===== src/rtl/alu_pkg.sv =====
// alu_pkg: shared function-select codes, flag bit positions and FSM states for alu181_seq
package alu_pkg;
    localparam logic [3:0] ALU_S_ADD   = 4'd9;
    localparam logic [3:0] ALU_S_SUB   = 4'd6;
    localparam logic [3:0] ALU_S_AND   = 4'd11;
    localparam logic [3:0] ALU_S_XOR   = 4'd6;
    localparam logic [3:0] ALU_S_PASSA = 4'd15;
    localparam int FLAG_AEQB = 0;
    localparam int FLAG_V    = 1;
    localparam int FLAG_N    = 2;
    localparam int FLAG_Z    = 3;
    localparam int FLAG_C    = 4;
    typedef enum logic [1:0] {IDLE, RUN, DONE} state_e;
endpackage


===== src/rtl/alu181_slice.sv =====
// alu181_slice: combinational SLICE-bit 74181-style ALU slice
//   a, b     : operand slices
//   s, m     : function select, 1 = logic
//   cin      : carry into the slice
//   f        : slice result
//   cout     : carry out (0 in logic mode)
//   x_msb, y_msb : top bits of the X/Y terms, used for overflow
module alu181_slice #(
    parameter int SLICE = 4
) (
    input  logic [SLICE-1:0] a,
    input  logic [SLICE-1:0] b,
    input  logic [3:0]       s,
    input  logic             m,
    input  logic             cin,
    output logic [SLICE-1:0] f,
    output logic             cout,
    output logic             x_msb,
    output logic             y_msb
);
    logic [SLICE-1:0] x, yt;
    logic [SLICE:0]   sum;
    assign x     = a | ({SLICE{s[0]}} & b) | ({SLICE{s[1]}} & ~b);
    assign yt    = ({SLICE{s[2]}} & a & ~b) | ({SLICE{s[3]}} & a & b);
    assign sum   = {1'b0, x} + {1'b0, yt} + {{SLICE{1'b0}}, cin};
    assign f     = m ? ~(x ^ yt) : sum[SLICE-1:0];
    assign cout  = ~m & sum[SLICE];
    assign x_msb = x[SLICE-1];
    assign y_msb = yt[SLICE-1];
endmodule


===== src/rtl/alu181_seq.sv =====
// alu181_seq: slice-serial 74181-style ALU with valid/ready handshake and status flags
//   clk, rst            : clock, asynchronous active-high reset
//   in_valid, in_ready  : request handshake (s, m, cin, a, b sampled on accept)
//   out_valid, out_ready: result handshake (y, flags held while out_valid)
//   flags               : {c, z, n, v, aeqb}
//   ALU_CARRY_CHAIN_EN  : adds input chain; chain=1 seeds the carry with the previous c flag
module alu181_seq
    import alu_pkg::*;
#(
    parameter int WIDTH = 16,
    parameter int SLICE = 4
) (
    input  logic             clk,
    input  logic             rst,
    input  logic             in_valid,
    output logic             in_ready,
    input  logic [3:0]       s,
    input  logic             m,
    input  logic             cin,
`ifdef ALU_CARRY_CHAIN_EN
    input  logic             chain,
`endif
    input  logic [WIDTH-1:0] a,
    input  logic [WIDTH-1:0] b,
    output logic             out_valid,
    input  logic             out_ready,
    output logic [WIDTH-1:0] y,
    output logic [4:0]       flags
);
    localparam int NSLICE = WIDTH / SLICE;
    localparam int CW     = NSLICE > 1 ? $clog2(NSLICE) : 1;

    if (SLICE < 1 || (WIDTH % SLICE) != 0) begin : g_param_err
        $error("alu181_seq: WIDTH must be a positive multiple of SLICE");
    end

    state_e           state_q;
    logic [WIDTH-1:0] a_q, b_q, y_q, y_d;
    logic [3:0]       s_q;
    logic             m_q, carry_q;
    logic [CW-1:0]    cnt_q;
    logic [4:0]       flags_q, flags_d;
    logic [SLICE-1:0] f;
    logic             cout, x_msb, y_msb, accept, last, cin_eff;

    alu181_slice #(.SLICE(SLICE)) u_slice (
        .a(a_q[cnt_q*SLICE +: SLICE]),
        .b(b_q[cnt_q*SLICE +: SLICE]),
        .s(s_q),
        .m(m_q),
        .cin(carry_q),
        .f(f),
        .cout(cout),
        .x_msb(x_msb),
        .y_msb(y_msb)
    );

    assign in_ready  = state_q == IDLE || (state_q == DONE && out_ready);
    assign out_valid = state_q == DONE;
    assign accept    = in_valid & in_ready;
    assign last      = cnt_q == CW'(NSLICE - 1);
    assign y         = y_q;
    assign flags     = flags_q;
`ifdef ALU_CARRY_CHAIN_EN
    // flags_q still holds the last completed operation's c when a new request is accepted
    assign cin_eff = (chain ? flags_q[FLAG_C] : cin) & ~m;
`else
    assign cin_eff = cin & ~m;
`endif

    // Flags see the full result including the slice being written this cycle;
    // on the last slice the slice MSB is the word MSB.
    always_comb begin
        y_d                     = y_q;
        y_d[cnt_q*SLICE +: SLICE] = f;
        flags_d[FLAG_C]         = ~m_q & cout;
        flags_d[FLAG_Z]         = y_d == '0;
        flags_d[FLAG_N]         = y_d[WIDTH-1];
        flags_d[FLAG_V]         = ~m_q & (x_msb == y_msb) & (y_d[WIDTH-1] != x_msb);
        flags_d[FLAG_AEQB]      = &y_d;
    end

    always_ff @(posedge clk or posedge rst) begin
        if (rst) begin
            state_q <= IDLE;
            a_q     <= '0;
            b_q     <= '0;
            s_q     <= '0;
            m_q     <= 1'b0;
            carry_q <= 1'b0;
            cnt_q   <= '0;
            y_q     <= '0;
            flags_q <= '0;
        end else if (accept) begin
            a_q     <= a;
            b_q     <= b;
            s_q     <= s;
            m_q     <= m;
            carry_q <= cin_eff;
            cnt_q   <= '0;
            state_q <= RUN;
        end else if (state_q == RUN) begin
            y_q     <= y_d;
            carry_q <= cout;
            cnt_q   <= last ? '0 : cnt_q + CW'(1);
            if (last) begin
                flags_q <= flags_d;
                state_q <= DONE;
            end
        end else if (state_q == DONE && out_ready) begin
            state_q <= IDLE;
        end
    end
endmodule


===== config.mk =====
export PLATFORM = sky130hd
export DESIGN_NAME = alu181_seq
export DESIGN_NICKNAME = d
export VERILOG_FILES = /design/src/rtl/alu_pkg.sv /design/src/rtl/alu181_slice.sv /design/src/rtl/alu181_seq.sv
export SDC_FILE = /design/constraint.sdc
export NUM_CORES = 1
export LEC_CHECK = 0
export BUFFER_PORTS_ARGS = -buffer_cell sky130_fd_sc_hd__buf_4
export CAP_MARGIN = 10
export CORE_MARGIN = 4
export CORE_UTILIZATION = 50
export CTS_BUF_LIST = sky130_fd_sc_hd__clkbuf_8 sky130_fd_sc_hd__clkbuf_16
export DETAILED_ROUTE_END_ITERATION = 10
export HOLD_SLACK_MARGIN = 0.08
export PLACE_DENSITY = 0.76
export SLEW_MARGIN = 20
export SYNTH_ARGS = -nofsm -noshare
export SYNTH_HDL_FRONTEND = slang
export SYNTH_HIERARCHICAL = 1
export SYNTH_SLANG_ARGS = --single-unit

===== constraint.sdc =====
create_clock -name clk -period 3.4 [get_ports clk]
set_clock_uncertainty 0.2 [all_clocks]
set_input_delay 0.17 -clock clk [delete_from_list [all_inputs] [get_ports clk]]
set_output_delay 0.17 -clock clk [all_outputs]
set_load 0.03 [all_outputs]

After elaboration in Yosys (flattened, before gate mapping)
Index checks and enable logic that the tools add are counted.
{"block": "classes", "bitwise": 21, "shifts": 4, "n_lt_le_gt_ge": 0, "add_sub_neg": 4, "n_mul": 0, "n_reduce_logical": 10, "eq_ne": 6, "mux": 11, "div_mod_pow": 0}
{"operator": "negator 4 -> 34 bit", "count": 1}
{"operator": "variable shift 4 x 34 -> 16 bit, first input constant", "count": 1}
{"operator": "indexed part select 4 x 34 -> 16 bit", "count": 1}
{"operator": "indexed part select 16 x 5 -> 4 bit", "count": 2}
{"operator": "AND 4 bit", "count": 6}
{"operator": "bitwise mux 16 bit", "count": 1}
{"operator": "logical NOT 16 bit", "count": 1}
{"operator": "AND reduction 16 bit", "count": 1}
{"operator": "2-to-1 mux 2 bit", "count": 7}
{"operator": "bitwise OR 4 bit", "count": 3}
{"operator": "NOT 4 bit", "count": 2}
{"operator": "AND 1 bit", "count": 6}
{"operator": "adder 4 x 4 -> 5 bit", "count": 1}
{"operator": "adder 5 x 1 -> 5 bit", "count": 1}
{"operator": "== test 2 bit, second input constant", "count": 2}
{"operator": "2-to-1 mux 4 bit", "count": 1}
{"operator": "AND reduction 2 bit", "count": 2}
{"operator": "bitwise XOR 4 bit", "count": 1}
{"operator": "inequality test 3 bit, second input constant", "count": 1}
{"operator": "NOT 1 bit", "count": 3}
{"operator": "AND reduction 3 bit", "count": 1}
{"operator": "nonzero test 3 bit", "count": 1}
{"operator": "adder 2 x 1 -> 2 bit, second input constant", "count": 1}
{"operator": "== test 2 x 1 -> 1 bit, second input constant", "count": 1}
{"operator": "7 further kinds", "count": 8}
{"block": "totals", "register_bits": 63, "elab_cells": 65, "mem_count": 0, "latch_bits": 0, "mem_bits_ro": 0, "input_bits": 42, "mem_bits_rw": 0}

Logic depth before layout (Yosys ltp)
{"block": "depth", "ltp_word": 11, "mapped_depth": 15, "ltp_nobuf": 13}

Modules after synthesis
Netlist, hierarchy kept.
{"module": "alu181_seq", "area_each_um2": 3060.4, "n_inst": 1, "cells_per_inst": 248, "seq_area_each_um2": 1576.5}
{"module": "alu181_slice", "area_each_um2": 307.8, "n_inst": 1, "cells_per_inst": 37, "seq_area_each_um2": 0.0}

Worst setup path after synthesis
No wires, ideal clock.
{"block": "synth_timing", "path_kind": "register to register", "startpoint": "reg cnt_q[1]", "endpoint": "reg flags_q[0], in the netlist flags[0]", "t_arrival_ps": 3363, "synth_period_minus_slack_ps": 3631, "required_time_ps": 3133, "path_slack_ps": -231, "path_stages_with_launch": 12, "n_path_buf": 1, "cell_sequence": "dfrtp_1 > clkbuf_1 > mux4_2 > a211o_1 > ha_1 > a211o_1 > a31oi_1 > xnor2_1 > a31oi_1 > nor4_1 > nor4bb_1 > a32o_1"}
{"block": "synth_via", "elab_chain_len": 10, "elab_cells_between_ends": 24, "classes_between": "3 x add/sub; 1 x eq/ne; 4 x shift; 2 x mux; 12 x bitwise; 2 x reduce/logical"}
{"item": "from (decl)", "line_no": "alu181_seq.sv:41", "source": "logic [CW-1:0] cnt_q;"}
{"item": "from (signal assigned)", "line_no": "alu181_seq.sv:105", "source": "cnt_q <= last ? '0 : cnt_q + CW'(1);"}
{"item": "indexed part select 16 x 5 -> 4 bit, on equally long branches", "line_no": "alu181_seq.sv:48, alu181_seq.sv:47"}
{"item": "AND 4 bit, or another cell as far along", "line_no": "alu181_slice.sv:23", "source": "assign x = a | ({SLICE{s[0]}} & b) | ({SLICE{s[1]}} & ~b);"}
{"item": "bitwise OR 4 bit, or another cell as far along", "line_no": "alu181_slice.sv:23"}
{"item": "bitwise OR 4 bit, on equally long branches", "line_no": "alu181_slice.sv:23, alu181_slice.sv:24"}
{"item": "adder 4 x 4 -> 5 bit / bitwise XOR 4 bit (equally long branches)", "line_no": "alu181_slice.sv:25, alu181_slice.sv:26"}
{"item": "adder 5 x 1 -> 5 bit / NOT 4 bit (equally long branches)", "line_no": "alu181_slice.sv:25, alu181_slice.sv:26"}
{"item": "2-to-1 mux 4 bit (*)", "line_no": "alu181_slice.sv:26", "source": "assign f = m ? ~(x ^ yt) : sum[SLICE-1:0];"}
{"item": "named net f[3]", "line_no": "alu181_seq.sv:43", "source": "logic [SLICE-1:0] f;"}
{"item": "indexed part select 4 x 34 -> 16 bit (*)", "line_no": "alu181_seq.sv:75", "source": "y_d[cnt_q*SLICE +: SLICE] = f;"}
{"item": "bitwise mux 16 bit (*)", "line_no": "alu181_seq.sv:75"}
{"item": "AND reduction 16 bit (*)", "line_no": "alu181_seq.sv:80", "source": "flags_d[FLAG_AEQB] = &y_d;"}
{"item": "to (signal assigned)", "line_no": "alu181_seq.sv:107", "source": "flags_q <= flags_d;"}
{"item": "to (decl)", "line_no": "alu181_seq.sv:42", "source": "logic [4:0] flags_q, flags_d;"}
Mark *: on every way through the listed nets, which the timed path passes. The rest lies on a longest branch.
A chain may end at the register's enable or synchronous reset.

Worst setup path after layout
{"block": "layout_timing", "startpoint": "reg cnt_q[0]", "endpoint": "reg flags_q[0], in the netlist flags[0]"}
Same word-level chain as after synthesis.

==> impl_metrics.env <==
export IMPL_period_share_pct=101
export IMPL_wirelength_um=9150
export IMPL_place_gp_congestion=0.820
export IMPL_ys_seq_area_share_pct=46.8
export IMPL_critical_path_class="reg -> reg"
export IMPL_grt_util_met1_pct=27.1
export IMPL_synth_simple_gate_area_share_pct=12.8
export IMPL_antenna_cells_inserted=0
export IMPL_timing_critical_path_slowest_stage_cell="dfrtp_1"
export IMPL_worst_ep_arrival_time_ns=3.53
export IMPL_max_cap_violations=0
export IMPL_numCtsBuffers=9
export IMPL_clk_insertion_delay_late_ns=0.35
export IMPL_crit_required_ns=3.48
export IMPL_floorplan_die_width_um=90.1
export IMPL_synth_flop_cell="dfrtp_1"
export IMPL_slew_headroom_pct=37.5
export IMPL_final_antenna_net_count=0
export IMPL_tritoncts="done"
export IMPL_synthesis_area_um2=3370
export IMPL_timing_critical_path_max_delay_family="compound AO/OA/AOI/OAI gates"
export IMPL_cts_root_buf="clkbuf_8"
export IMPL_yosys_top_cells_area="dfrtp_1, mux2_2, mux4_2"
export IMPL_worst_slew_pin_slew_ns=0.935
export IMPL_start_util_pct=52.2
export IMPL_grt_ovfl_total=0
export IMPL_drt_first_pass_iters=4
export IMPL_h_tree_depth=3
export IMPL_crit_path_start_kind="register"
export IMPL_core_area_um2=6460
export IMPL_critical_path_cell_chain="buf_6 -> buf_4 -> mux4_2 -> a211o_1 -> ha_1 -> a211o_1 -> a31oi_2 -> xnor2_2 -> buf_6 -> a31oi_2 -> nor4_2 -> a32o_1"
export IMPL_syn_mean_instance_area_um2=11.8
export IMPL_post_synth_adder_cell_area_pct=4.90
export IMPL_post_drt_wl_per_cell_um=18.6
export IMPL_synth_top_cells_by_count="dfrtp_1, mux2_2, nand2_1, nor2b_1, nor2_1"
export IMPL_min_period_ns=3.45
export IMPL_fillerInstances=430
export IMPL_grt_pass1_vias=2994
export IMPL_violations_in_the_final_reports="setup timing"
export IMPL_synth_seq_cells=63
export IMPL_grt_antenna_before_repair=0
export IMPL_compound_gate_fraction_of_synth_area_pct=11.6
export IMPL_setup_worst_path_end_class="register"
export IMPL_worstPathMaxFanout=6
export IMPL_growth_of_design_area_from_synthesis_to_finish_pct=42.1
export IMPL_drt_vias_per_instance=5.76
export IMPL_buffering_stage_count_on_the_worst_path_with_inverters_included=3
export IMPL_syn_instance_count=285
export IMPL_top_level_ports=65
export IMPL_ys_warns=6
export IMPL_hold_viol=0
export IMPL_route_vias_total=2838
export IMPL_pre_cts_worst_setup_slack_ns=-0.207
export IMPL_synth_async_reset_ratio_pct=100
export IMPL_outcome="complete, but fails checks"
export IMPL_grt_setup_unrepaired="yes"
export IMPL_busiest_layer="met2"
export IMPL_grt_max_degree=45
export IMPL_synthMostInstantiatedCell="dfrtp_1"
export IMPL_synthDistinctLibCells=47
export IMPL_fmax_mhz=290
export IMPL_track_usage_pct=23.3
export IMPL_reg2regPathDepth=12
export IMPL_hold_start="flags[4]"
export IMPL_regToRegSetupSlack_ns=-0.05
export IMPL_final_layout_size_suffix_gt1_share_pct=43.5
export IMPL_synthDominantAreaCellType="dfrtp_1"
export IMPL_die_height_um=90.1
export IMPL_hold_class="reg -> reg"
export IMPL_die_footprint_um2=8110
export IMPL_synth_mux_area_share_pct=19.9
export IMPL_clk_path_buf_depth=2
export IMPL_detail_route_drc_violations=0
export IMPL_slowest_delay_ns=0.42
export IMPL_synth_top_cell_area_share_pct=46.8
export IMPL_met2_usage_pct=40.4
export IMPL_setup_tns_ns=-0.0937
export IMPL_synth_net_count=339
export IMPL_min_delay_path_depth=2
export IMPL_drt_initial_drc_count=120
export IMPL_finish_net_count=465
export IMPL_floorplan_rows=29
export IMPL_cts_sinks=63
export IMPL_synth_edf_count=0
export IMPL_max_slew_vio_count=0
export IMPL_final_critical_path_setup_slack_ns=-0.0470
export IMPL_port_buffers=64
export IMPL_first_pass_grt_wire_length_um=14900
export IMPL_synth_xor_area_share_pct=0.520
export IMPL_worstHoldEndpoint="flags[4]"
export IMPL_setup_violations=2
export IMPL_clk_pin_slew_ns=0.07
export IMPL_hpwlAfterDp_um=5880
export IMPL_gr_met3_demand_resource_pct=6.18
export IMPL_main_combinational_cell_family_by_area_after_synthesis="multiplexers"
export IMPL_regToRegEndpoint="flags[0]"
export IMPL_worstReg2RegStart="cnt_q[0]"
flip-flops by register name, summed over array words and instances (netlist names):
| name | flops |
|---|---|
| flags | 5 |
| cnt_q | 2 |
| s_q | 4 |
| b_q | 16 |
| y | 16 |
| carry_q | 1 |
| m_q | 1 |
| a_q | 16 |
| state_q | 2 |
worst register-to-register path: stages, from the launching register on:
cell and delay, ns:
dfrtp_1 0.42, buf_6 0.15, buf_4 0.16, mux4_2 0.35
a211o_1 0.30, ha_1 0.32, a211o_1 0.31, a31oi_2 0.19
xnor2_2 0.15, buf_6 0.16, a31oi_2 0.13, nor4_2 0.34
a32o_1 0.20
logic make-up (layout without fill, tap and decap cells):
kind of cell / Yosys count / in the layout
simple gates: 78 / 78
flops: 63 / 63
compound gates: 52 / 52
mux: 52 / 52
buf+inv: 26 / 157
fa+ha+maj: 12 / 12
xor+xnor: 2 / 2
worst max path at each step:
| stage | cells after the start | endpoint | from |
|---|---|---|---|
| after floorplan | 11 | flags[0] | cnt_q[0] |
| after global placement | 13 | flags[0] | cnt_q[0] |
| after detailed placement | 13 | flags[0] | cnt_q[0] |
| after CTS | 13 | flags[3] | cnt_q[0] |
| after global routing | 12 | flags[0] | cnt_q[0] |
| final | 12 | flags[0] | cnt_q[0] |
through the flow:
step / util (%) / area, um2 / hold slack (ns) / cells
final: 74.1 / 4790 / 0.286 / 493
after global routing: 74.1 / 4790 / 0.319 / 493
after floorplan: - / 3380 / 0.122 / 285
after global placement: 62.6 / 4040 / 0.203 / 432
after CTS: 72.4 / 4670 / 0.296 / 491
after detailed placement: 62.6 / 4040 / 0.207 / 432
per-layer routing:
layer,vias to the layer above,wire [um]
met5,-,0
met4,0,233
met3,21,581
met2,119,4780
met1,1393,3550
li1,1305,-
timing repair:
item,CTS,global route
hold buffers,40,0
buffers inserted,3,2
pin swaps,5,4
setup endpoints to repair,4,3
resized for setup,11,21
hold endpoints to repair,82,0
area by class of cell:
| cell class | count | area, um2 | share of cell area [%] |
|---|---|---|---|
| timing repair buffer | 130 | 1090 | 22.7 |
| multi-input combinational | 196 | 1820 | 38.0 |
| tap | 77 | 96.3 | 2.01 |
| clock inverter | 7 | 41.3 | 0.863 |
| sequential | 63 | 1580 | 33.0 |
| inverter | 11 | 41.3 | 0.863 |
| clock buffer | 9 | 124 | 2.59 |
layout by cell type, fill, tap and decap left out, types with 3 or more instances in the layout:
cell type / n
a32o_1: 7
ha_1: 10
mux2_2: 37
nand2_1: 18
a211o_1: 4
o21ai_0: 8
inv_2: 4
a31oi_2: 3
mux2i_1: 5
buf_4: 87
mux4_2: 8
inv_1: 8
a22o_1: 5
o22ai_1: 3
dlygate4sd3_1: 40
nor2_1: 14
a21oi_1: 5
dfrtp_1: 62
clkinvlp_4: 3
clkinv_2: 3
nor2b_1: 16
clkbuf_8: 9
buf_6: 3
Power is not shown: default switching activity piles up to over one toggle a cycle in this logic, so the estimate is an artifact.
